`src/rtl/wvfm_loader.sv`:
```
// Waveform LUT reload sequencer: streams host bytes into the LUT write port
// during display blanking, tracking byte count and a 16-bit running checksum.
module wvfm_loader #(
  parameter int ABITS = 12,
  parameter int DBITS = 8
) (
  input  logic             clk,
  input  logic             rst,
  input  logic             start,
  input  logic             abort,
  input  logic             frame_idle,
  input  logic             s_valid,
  input  logic [DBITS-1:0] s_data,
  output logic             s_ready,
  output logic             lut_we,
  output logic [ABITS-1:0] lut_addr,
  output logic [DBITS-1:0] lut_din,
  output logic             busy,
  output logic             done,
  output logic [ABITS:0]   count,
  output logic [15:0]      checksum
);

  // state     | meaning
  // IDLE      | no load pending; waits for start
  // WAIT_IDLE | load requested; waits for display blanking
  // LOAD      | accepting stream bytes while frame_idle is high
  // DONE      | last byte written; done pulses for this one cycle
  typedef enum logic [1:0] {IDLE, WAIT_IDLE, LOAD, DONE} state_t;

  localparam logic [ABITS-1:0] ADDR_LAST = '1;
  localparam logic [ABITS-1:0] ADDR_ONE  = ABITS'(1);
  localparam logic [ABITS:0]   CNT_ONE   = (ABITS + 1)'(1);

  state_t           state;
  logic [ABITS-1:0] addr_cnt;
  logic             hs;

  // The write port shares the read-A address path, so the gate is combinational
  // on frame_idle; abort suppresses a coincident handshake.
  assign s_ready  = (state == LOAD) && frame_idle && !abort;
  assign hs       = s_ready && s_valid;
  assign lut_we   = hs;
  assign lut_addr = addr_cnt;
  assign lut_din  = s_data;

  always_ff @(posedge clk or posedge rst) begin
    if (rst) begin
      state    <= IDLE;
      addr_cnt <= '0;
      count    <= '0;
      checksum <= '0;
      busy     <= 1'b0;
      done     <= 1'b0;
    end else begin
      done <= 1'b0;
      unique case (state)
        IDLE: begin
          if (start) begin
            addr_cnt <= '0;
            count    <= '0;
            checksum <= '0;
            busy     <= 1'b1;
            state    <= WAIT_IDLE;
          end
        end
        WAIT_IDLE: begin
          if (abort) begin
            busy  <= 1'b0;
            state <= IDLE;
          end else if (frame_idle) begin
            state <= LOAD;
          end
        end
        LOAD: begin
          if (abort) begin
            busy  <= 1'b0;
            state <= IDLE;
          end else if (hs) begin
            addr_cnt <= addr_cnt + ADDR_ONE;
            count    <= count + CNT_ONE;
            checksum <= checksum + 16'(s_data);
            if (addr_cnt == ADDR_LAST) begin
              done  <= 1'b1;
              state <= DONE;
            end
          end
        end
        DONE: begin
          busy  <= 1'b0;
          state <= IDLE;
        end
        default: state <= IDLE;
      endcase
    end
  end

endmodule

```
`config.mk`:
```
export PLATFORM = sky130hd
export DESIGN_NAME = wvfm_loader
export DESIGN_NICKNAME = d
export VERILOG_FILES = /design/src/rtl/wvfm_loader.sv
export SDC_FILE = /design/constraint.sdc
export NUM_CORES = 1
export LEC_CHECK = 0
export CAP_MARGIN = 0
export CORE_ASPECT_RATIO = 1.25
export CORE_UTILIZATION = 44
export CTS_CLUSTER_SIZE = 40
export DETAILED_ROUTE_END_ITERATION = 10
export PLACE_DENSITY = 0.74
export SYNTH_ARGS = -nofsm -noshare
export SYNTH_HDL_FRONTEND = slang
export SYNTH_SLANG_ARGS = --single-unit
```
`constraint.sdc`:
```
create_clock -name clk -period 5.2 [get_ports clk]
set_clock_uncertainty 0.1 [all_clocks]
set_input_delay 0.78 -clock clk [delete_from_list [all_inputs] [get_ports clk]]
set_output_delay 0.78 -clock clk [all_outputs]
set_load 0.1 [all_outputs]
```
### Word-level counts from Yosys, hierarchy flattened

Cells that the tools add are included.

| word-level totals | value |
|---|---|
| register bits after elaboration | 45 |
| bits of input ports | 14 |
| output and inout bits | 53 |
| logic and storage cells | 56 |

| cells by class | value |
|---|---|
| $add $sub $neg | 3 |
| eq/ne operators | 11 |
| mux-type cells | 26 |
| reductions and logical operators | 10 |

Operators by type and width:

| cell | count |
|---|---|
| 2-to-1 mux 16 bit | 3 |
| 2-to-1 mux 13 bit | 3 |
| 2-to-1 mux 12 bit | 3 |
| case mux 16 bit (2 select lines) | 1 |
| case mux 13 bit (2 select lines) | 1 |
| case mux 12 bit (2 select lines) | 1 |
| adder 16 x 8 -> 16 bit | 1 |
| adder 13 x 1 -> 13 bit, second input constant | 1 |
| adder 12 x 1 -> 12 bit, second input constant | 1 |
| equality test 12 bit, second input constant | 1 |
| 2-to-1 mux 2 bit | 6 |
| case mux 2 bit (4 select lines) | 1 |
| AND reduction 4 bit | 2 |
| 2-to-1 mux 1 bit | 6 |
| inequality test 2 bit, second input constant | 3 |
| inequality test 3 bit, second input constant | 2 |
| equality test 2 bit, second input constant | 2 |
| logical AND 1 bit | 3 |
| inequality test 3 x 2 -> 1 bit, second input constant | 1 |
| case mux 1 bit (3 select lines) | 1 |
| equality test 2 x 1 -> 1 bit, second input constant | 1 |
| logical NOT 2 bit | 1 |
| inequality test 2 x 1 -> 1 bit, second input constant | 1 |
| AND reduction 2 bit | 1 |
| other kinds (3) | 3 |

### Logic depth before layout (Yosys ltp)

| logic depth | value |
|---|---|
| depth in word-level cells | 7 |
| depth in mapped cells | 11 |
| gate-level depth less buffers | 8 |

### Worst setup path after synthesis

Ideal clock, no wire load.

| timing path | value |
|---|---|
| path kind | reg-to-output |
| start | register state[0] |
| end | output s_ready |
| arrival | 3.329 ns |
| data required time | 4.320 ns |
| setup slack | 0.991 ns |
| cell stages (with the launch flop) | 7 |
| buffers on the path | 2 |
| path through | dfrtp_1 -> inv_1 -> ha_1 -> buf_4 -> clkinv_1 -> clkbuf_1 -> nor3b_1 |

| on the way | value |
|---|---|
| longest elaborated chain between the ends | 3 |

Ends and longest elaborated chain:

| what | RTL line | RTL |
|---|---|---|
| start, declared | 35 | `state_t state;` |
| start signal, assigned | 49 | `state <= IDLE;` |
| start signal, assigned | 64 | `state <= WAIT_IDLE;` |
| start signal, assigned | 70 | `state <= IDLE;` |
| equality test 2 bit | 41 | `assign s_ready = (state == LOAD) && frame_idle && !abort;` |
| logical AND 1 bit (2 in a row) | 41 |  |
| end, declared | 14 | `output logic s_ready,` |

Every way passes these cells.

### Final worst setup path

| timing path | value |
|---|---|
| start | input abort |
| end | output lut_we |

| on the way | value |
|---|---|
| longest elaborated chain between the ends | 3 |

Ends and longest elaborated chain:

| what | RTL line | RTL |
|---|---|---|
| start, declared | 10 | `input logic abort,` |
| logical NOT 1 bit | 41 |  |
| logical AND 1 bit | 41 |  |
| logical AND 1 bit | 42 | `assign hs = s_ready && s_valid;` |
| end, declared | 15 | `output logic lut_we,` |

Every way passes these cells.

==> qor.yml <==
layout:
  multi_input_area_um2: 1420
  drive_gt1_share_pct: 4.09
  utilization_pct: 58.9
  mostFrequentLayoutCell: "clkdlybuf4s50_1"
  regArea_um2: 1130
  fin_area_um2: 3450
  nFillCells: 535
  layout_common_cells: "clkdlybuf4s50_1, dfrtp_1, nand2_1, nor2_1"
  area_growth_pct: 27.2
  num_antenna_cells: 0
  nets: 394
critical_path:
  crit_path_cell_trace: "clkdlybuf4s50_1 > and4b_1 > clkdlybuf4s50_1"
  cp_max_fo: 6
  critPathLaunch: "abort"
  start_kind: "input port"
  end_kind: "output pin"
  critPathTopFamily: "buffers and inverters"
  critPathBufInv: 2
  crit_path_max_incr_delay_ns: 1.18
  crit_slowest_cell: "clkdlybuf4s50_1"
  cp.arrival_ns: 2.85
  worstPathRequired_ns: 4.32
  r2r-start: "state[0]"
  cpMostUsedCell: "clkdlybuf4s50_1"
  critPathKind: "input port to output pin"
sta:
  post-route-period-util_pct: 71.8
  setup_viol: 0
  fmax_ghz: 0.268
  drv_slew: 0
  layout_setup_ws_ns: 1.47
  final.min_clock_period_ns: 3.73
  finalHoldViolCount: 0
  setup_tns_ns: 0
  worst_pin_slew_ns: 0.991
  rsz0062_at_grt: "false"
  hold_slack_ns: 0.416
  relSlewSlack_pct: 33.8
yosys:
  ys_ff_latch: 45
  synth_area_um2: 2710
  synthCells: 310
  syn_avg_cell_area_um2: 8.74
  ys_seq_area_share_pct: 41.6
  synthDistinctLibCells: 43
  yosys_warnings: 0
  syn_nets: 338
cts:
  post_cts_buffers: 0
  root_buffer: "clkbuf_8"
  htreeDepth: 2
  cts_buffers: 5
  cts-resized-gates: 0
  ctsHoldBuffers: 0
  cts.clk_slew.worst_paths_ns: 0.08
  cts.sink_count: 45
  cts_buffer_depth: 2
  clkLatencyLatePin_ns: 0.29
  cts_tree: "yes"
global_route:
  grt_pass1_vias: 2286
  grt_use_total_pct: 20.5
  grt_first_pass_wirelength_mm: 10.7
  grt_start_max_net_pins: 48
  antenna_found_initial: 0
  gr-total-overflow: 0
detailed_routing:
  wl_mm: 6.48
  wl_per_cell_um: 14.4
  vias: 2487
  drc: 0
  drt_pre_antenna_iters: 4
  vias_per_cell: 5.54
  drtIter0Drc: 83
  drtAntennaViolNets: 0
power_and_ir_drop:
  p_leak_nw: 1.49
  p_comb_share_pct: 54.5
  power_density_nw_per_um2: 398
  ir_drop_mv: 0.464
  pwr-share-clk_pct: 15.5
  p_sw_mw: 0.695
  switching_share_pct: 50.6
  internal_power_mw: 0.677
  seq_power_share_pct: 30.0
placed_design:
  port_buffers: 66
  pre_cts_slack_ns: 1.48
  place_congestion: 0.786
  dp_hpwl_mm: 4.34
  dpl-instance-area_um2: 3370
floorplanning:
  core_region_area_um2: 5860
  die_y_um: 89.7
  initial_core_util_pct: 46.3
  chipWidth_um: 72.2
  boundaryPins: 67
  row_count: 31
  die_area_um2: 6480
worst_hold_path:
  hp-class: "register to register"
  hold_start: "checksum[4]"
status:
  status: "finished, final reports clean"
job:
  drv_cap: 0
[power by group through the flow]
| stage | sequential, mW | clock (mW) | combinational [mW] |
|---|---|---|---|
| after floorplan | 0.606 | 0 | 0.402 |
| after global placement | 0.416 | 0 | 0.734 |
| after detailed placement | 0.419 | 0 | 0.745 |
| after CTS | 0.412 | 0.219 | 0.748 |
| after global routing | 0.417 | 0.232 | 0.805 |
| final | 0.411 | 0.213 | 0.747 |
[cells in the mapped netlist]
library cell	n	area, um^2
mux2i_1	2	20.0
xor2_1	5	43.8
or2_2	1	6.26
buf_2	4	20.0
nand3_1	19	95.1
o21ai_2	1	8.76
buf_4	10	75.1
inv_1	9	33.8
nand2_1	44	165
and2_0	1	6.26
nor4_1	4	25.0
and4b_1	1	10.0
a21o_1	7	52.6
a32o_1	1	10.0
o311ai_0	2	17.5
fa_1	1	20.0
a211o_1	1	8.76
or3_1	4	25.0
dfrtp_1	45	1130
o31ai_1	12	90.1
nor2_1	23	86.3
clkbuf_1	5	18.8
o211ai_1	2	15.0
clkinv_1	1	3.75
or4_1	1	7.51
xnor2_1	6	52.6
a211oi_1	1	7.51
a21oi_1	18	90.1
a221o_1	1	10.0
nor2b_1	1	6.26
nand3_2	1	10.0
a31oi_1	7	43.8
o21a_1	1	7.51
and3_1	11	68.8
ha_1	13	163
buf_6	1	11.3
nor3_1	7	35.0
nor3b_1	2	15.0
a31o_2	3	26.3
o21ai_0	19	95.1
nand2b_1	6	37.5
and4_1	1	8.76
nand4_1	5	31.3
[per-stage QoR]
step / cells / total power [mW]
5_1_grt: 449 / 1.45
4_1_cts: 449 / 1.38
6_report: 449 / 1.37
3_5_place_dp: 441 / 1.16
2_1_floorplan: 310 / 1.01
3_3_place_gp: 441 / 1.15
[worst register-to-register path, stage by stage, from the launching register on]
cell,delay (ns)
dfrtp_1,0.41
inv_1,0.10
ha_1,0.18
buf_4,0.29
nor2b_1,0.12
o21ai_2,0.13
buf_4,0.42
nor2_1,0.28
or2_2,0.33
mux2i_1,0.12
[cell families after synthesis]
family	synth area share [%]
adders and majority gates	6.74
buffers and inverters	6.00
DFF	41.6
muxes	0.739
AOI/OAI and AO/OA	17.8
and+or+nand+nor	23.6
xor gates and xnor gates	3.55
[sequential cells by signal, summed over array words and instances, names as in the netlist]
register,flops
busy,1
checksum,16
count,13
done,1
lut_addr,12
state,2
[layout make-up]
type                    instances  share of cell area [%]
well taps                      82                    2.98
inverters                      10                    1.09
repair buffers                 69                    19.7
multi-input cells             235                    41.2
clock buffers                   8                    2.32
flip-flops and latches         45                    32.7
[worst paths after layout]
check	end	slack [ns]	depth (start not counted)
max in group asynchronous	busy	3.77	3
min in group asynchronous	checksum[1]	0.83	3
hold reg to reg	checksum[4]	0.42	2
setup / recovery	lut_we	1.47	3
setup reg to reg	checksum[12]	2.65	9
hold / removal	checksum[4]	0.42	2
[routing by layer]
layer  up-vias  global-route usage, %  part of all wire [%]
li1       1218                      -                     -
met1      1194                   26.6                    44
met2        69                   34.1                    49
met3         6                   3.92                   5.0
met4         0                   6.21                   1.0
met5         -                      0                     0
Power figures use the tool's default switching activity.
==> variant, RTL diff (same flow settings) <==
The 4 states of `state_t` get a one-hot encoding in 4 bits.
--- a/src/rtl/wvfm_loader.sv
+++ b/src/rtl/wvfm_loader.sv
@@ -26,7 +26,7 @@
   // WAIT_IDLE | load requested; waits for display blanking
   // LOAD      | accepting stream bytes while frame_idle is high
   // DONE      | last byte written; done pulses for this one cycle
-  typedef enum logic [1:0] {IDLE, WAIT_IDLE, LOAD, DONE} state_t;
+  typedef enum logic [3:0] {IDLE = 4'b0001, WAIT_IDLE = 4'b0010, LOAD = 4'b0100, DONE = 4'b1000} state_t;
 
   localparam logic [ABITS-1:0] ADDR_LAST = '1;
   localparam logic [ABITS-1:0] ADDR_ONE  = ABITS'(1);
Check against the original RTL: same outputs for any inputs over 10 cycles, from zero or initial values and one cycle with rst high; not proved beyond that.
==> variant against the original RTL <==
Count of clock-buffer cells in the layout fell by 2; highest routed layer unchanged; register-to-register slack worse by 1.2 ns; routed wire length down 1.4%; sequential cell count is 2 higher; final area up 2.4%; area after synthesis up 2.4%; worst setup slack got worse by 0.44 ns; synthesized cell count rose by 1.6%.
Power is not compared: it rests on default switching activity, and its combinational part moved more than twofold at a synthesized area within 25%.
==> variant: results (changes against the original RTL) <==
| Metric | Value |
|---|---|
| RR Startpoint | `state[1]$_DFFE_PP0P_` |
| Worst-Margin Slew | `1.04 ns (+0.0447 ns)` |
| Instance area after placement | `3430 sq um (+1.7%)` |
| Post-synth top cells | `dfrtp_1 (46), nand2_1 (41), o21ai_1 (29)` |
| Sequential share of the synthesized area | `0.424 (+0.00874)` |
| Total iterations of the first detailed-routing run | `4 (unchanged)` |
| Final Instance Area | `3530 sq um (+2.4%)` |
| GR Util All Layers | `0.205 (-0.000224)` |
| Routability congestion estimate from global placement | `0.798 (+1.6%)` |
| Reg2Reg Depth | `8 (-1)` |
| Worst hold start | `lut_addr[10]$_DFFE_PP0P_` |
| Total detailed-routing wirelength | `6390 microns (-1.4%)` |
| Drt initial violations | `163 (+96%)` |
| Number of global-route vias before repair | `2315 (+1.3%)` |
| Synth area leaders | `dfrtp_1 (41%), nand2_1 (5.5%), o21ai_1 (5.2%)` |
| CP max FO | `23 (+17)` |
| Hold_ws | `0.396 ns (-0.0194 ns)` |
| Endpoint of the worst hold path | `lut_addr[10]$_DFFE_PP0P_` |
| Hpwl dp | `4380 microns (+0.89%)` |
| R2R Setup Slk | `1.50 ns (-1.15 ns)` |
| Hold Crit Depth | `1 (-1)` |
| Status | `finished clean` |
| Filler cell count | `574 (+7.3%)` |
| Yosys cell types | `49 (+14%)` |
| Syn nets | `340 (+0.59%)` |
| Via count | `2537 (+2.0%)` |
-- variant: cell count changes after synthesis, moves of 5 or more --
cell / unedited run / this run
o21ai_1: 0 / 29
nand3_1: 19 / 13
and3_1: 11 / 5
clkbuf_1: 5 / 14
a31oi_1: 7 / 14
a21oi_1: 18 / 13
nor2_1: 23 / 15
o31ai_1: 12 / 5
-- variant: how the worst max path moves through the flow --
stage                                     from      end  slack, ns  cells past startpoint
after floorplan           state[1]$_DFFE_PP0P_   lut_we       1.47                      7
after CTS                 state[1]$_DFFE_PP0P_  s_ready       1.01                      3
after global routing      state[1]$_DFFE_PP0P_  s_ready       0.89                      3
after global placement    state[1]$_DFFE_PP0P_  s_ready       1.36                      3
final                     state[1]$_DFFE_PP0P_  s_ready       1.03                      3
after detailed placement  state[1]$_DFFE_PP0P_  s_ready       1.34                      3
-- variant: logic make-up (layout without fill, tap and decap cells) --
kind of cell | after synthesis | in the layout | synth area share
fa+ha+maj | 11 | 11 | 0.0523
simple gates | 111 | 111 | 0.210
compound gates | 105 | 105 | 0.234
buf+inv | 35 | 82 | 0.0604
flops | 47 | 47 | 0.424
xor+xnor | 6 | 6 | 0.0189
-- variant: routing by layer --
| metal | track usage | vias to the layer above | routed length [microns] |
|---|---|---|---|
| li1 | - | 1249 | - |
| met1 | 0.262 | 1216 | 2850 |
| met2 | 0.349 | 68 | 3250 |
| met3 | 0.0346 | 4 | 251 |
| met4 | 0.0572 | 0 | 40 |
| met5 | 0 | - | 0 |
-- variant: final cells by class --
cell class	instances	area share
Inverter	8	0.00851
Tap cell	85	0.0301
Clock buffer	6	0.0206
Clock inverter	1	0.00851
Sequential cell	47	0.334
Timing Repair Buffer	67	0.189
Multi-Input combinational cell	233	0.410
-- variant: power breakdown --
group | switching [uW] | internal, uW | total [uW]
sequential | 13.0 | 373 | 386
clock | 117 | 141 | 258
combinational | 108 | 45.0 | 153
total | 239 | 559 | 797
-- variant: stage by stage --
| stage | instances | setup WS, ns | power [uW] |
|---|---|---|---|
| global placement | 440 | 1.36 | 545 |
| finish | 447 | 1.03 | 797 |
| global route | 447 | 0.886 | 837 |
| floorplan | 315 | 1.47 | 507 |
| detailed placement | 440 | 1.34 | 549 |
| CTS | 447 | 1.01 | 805 |
-- variant: worst max-delay path, delay by kind of cell (launching register included) --
family / cells / cell delay, ns
simple gates: 2 / 1.32
buf+inv: 1 / 1.18
flops: 1 / 0.50
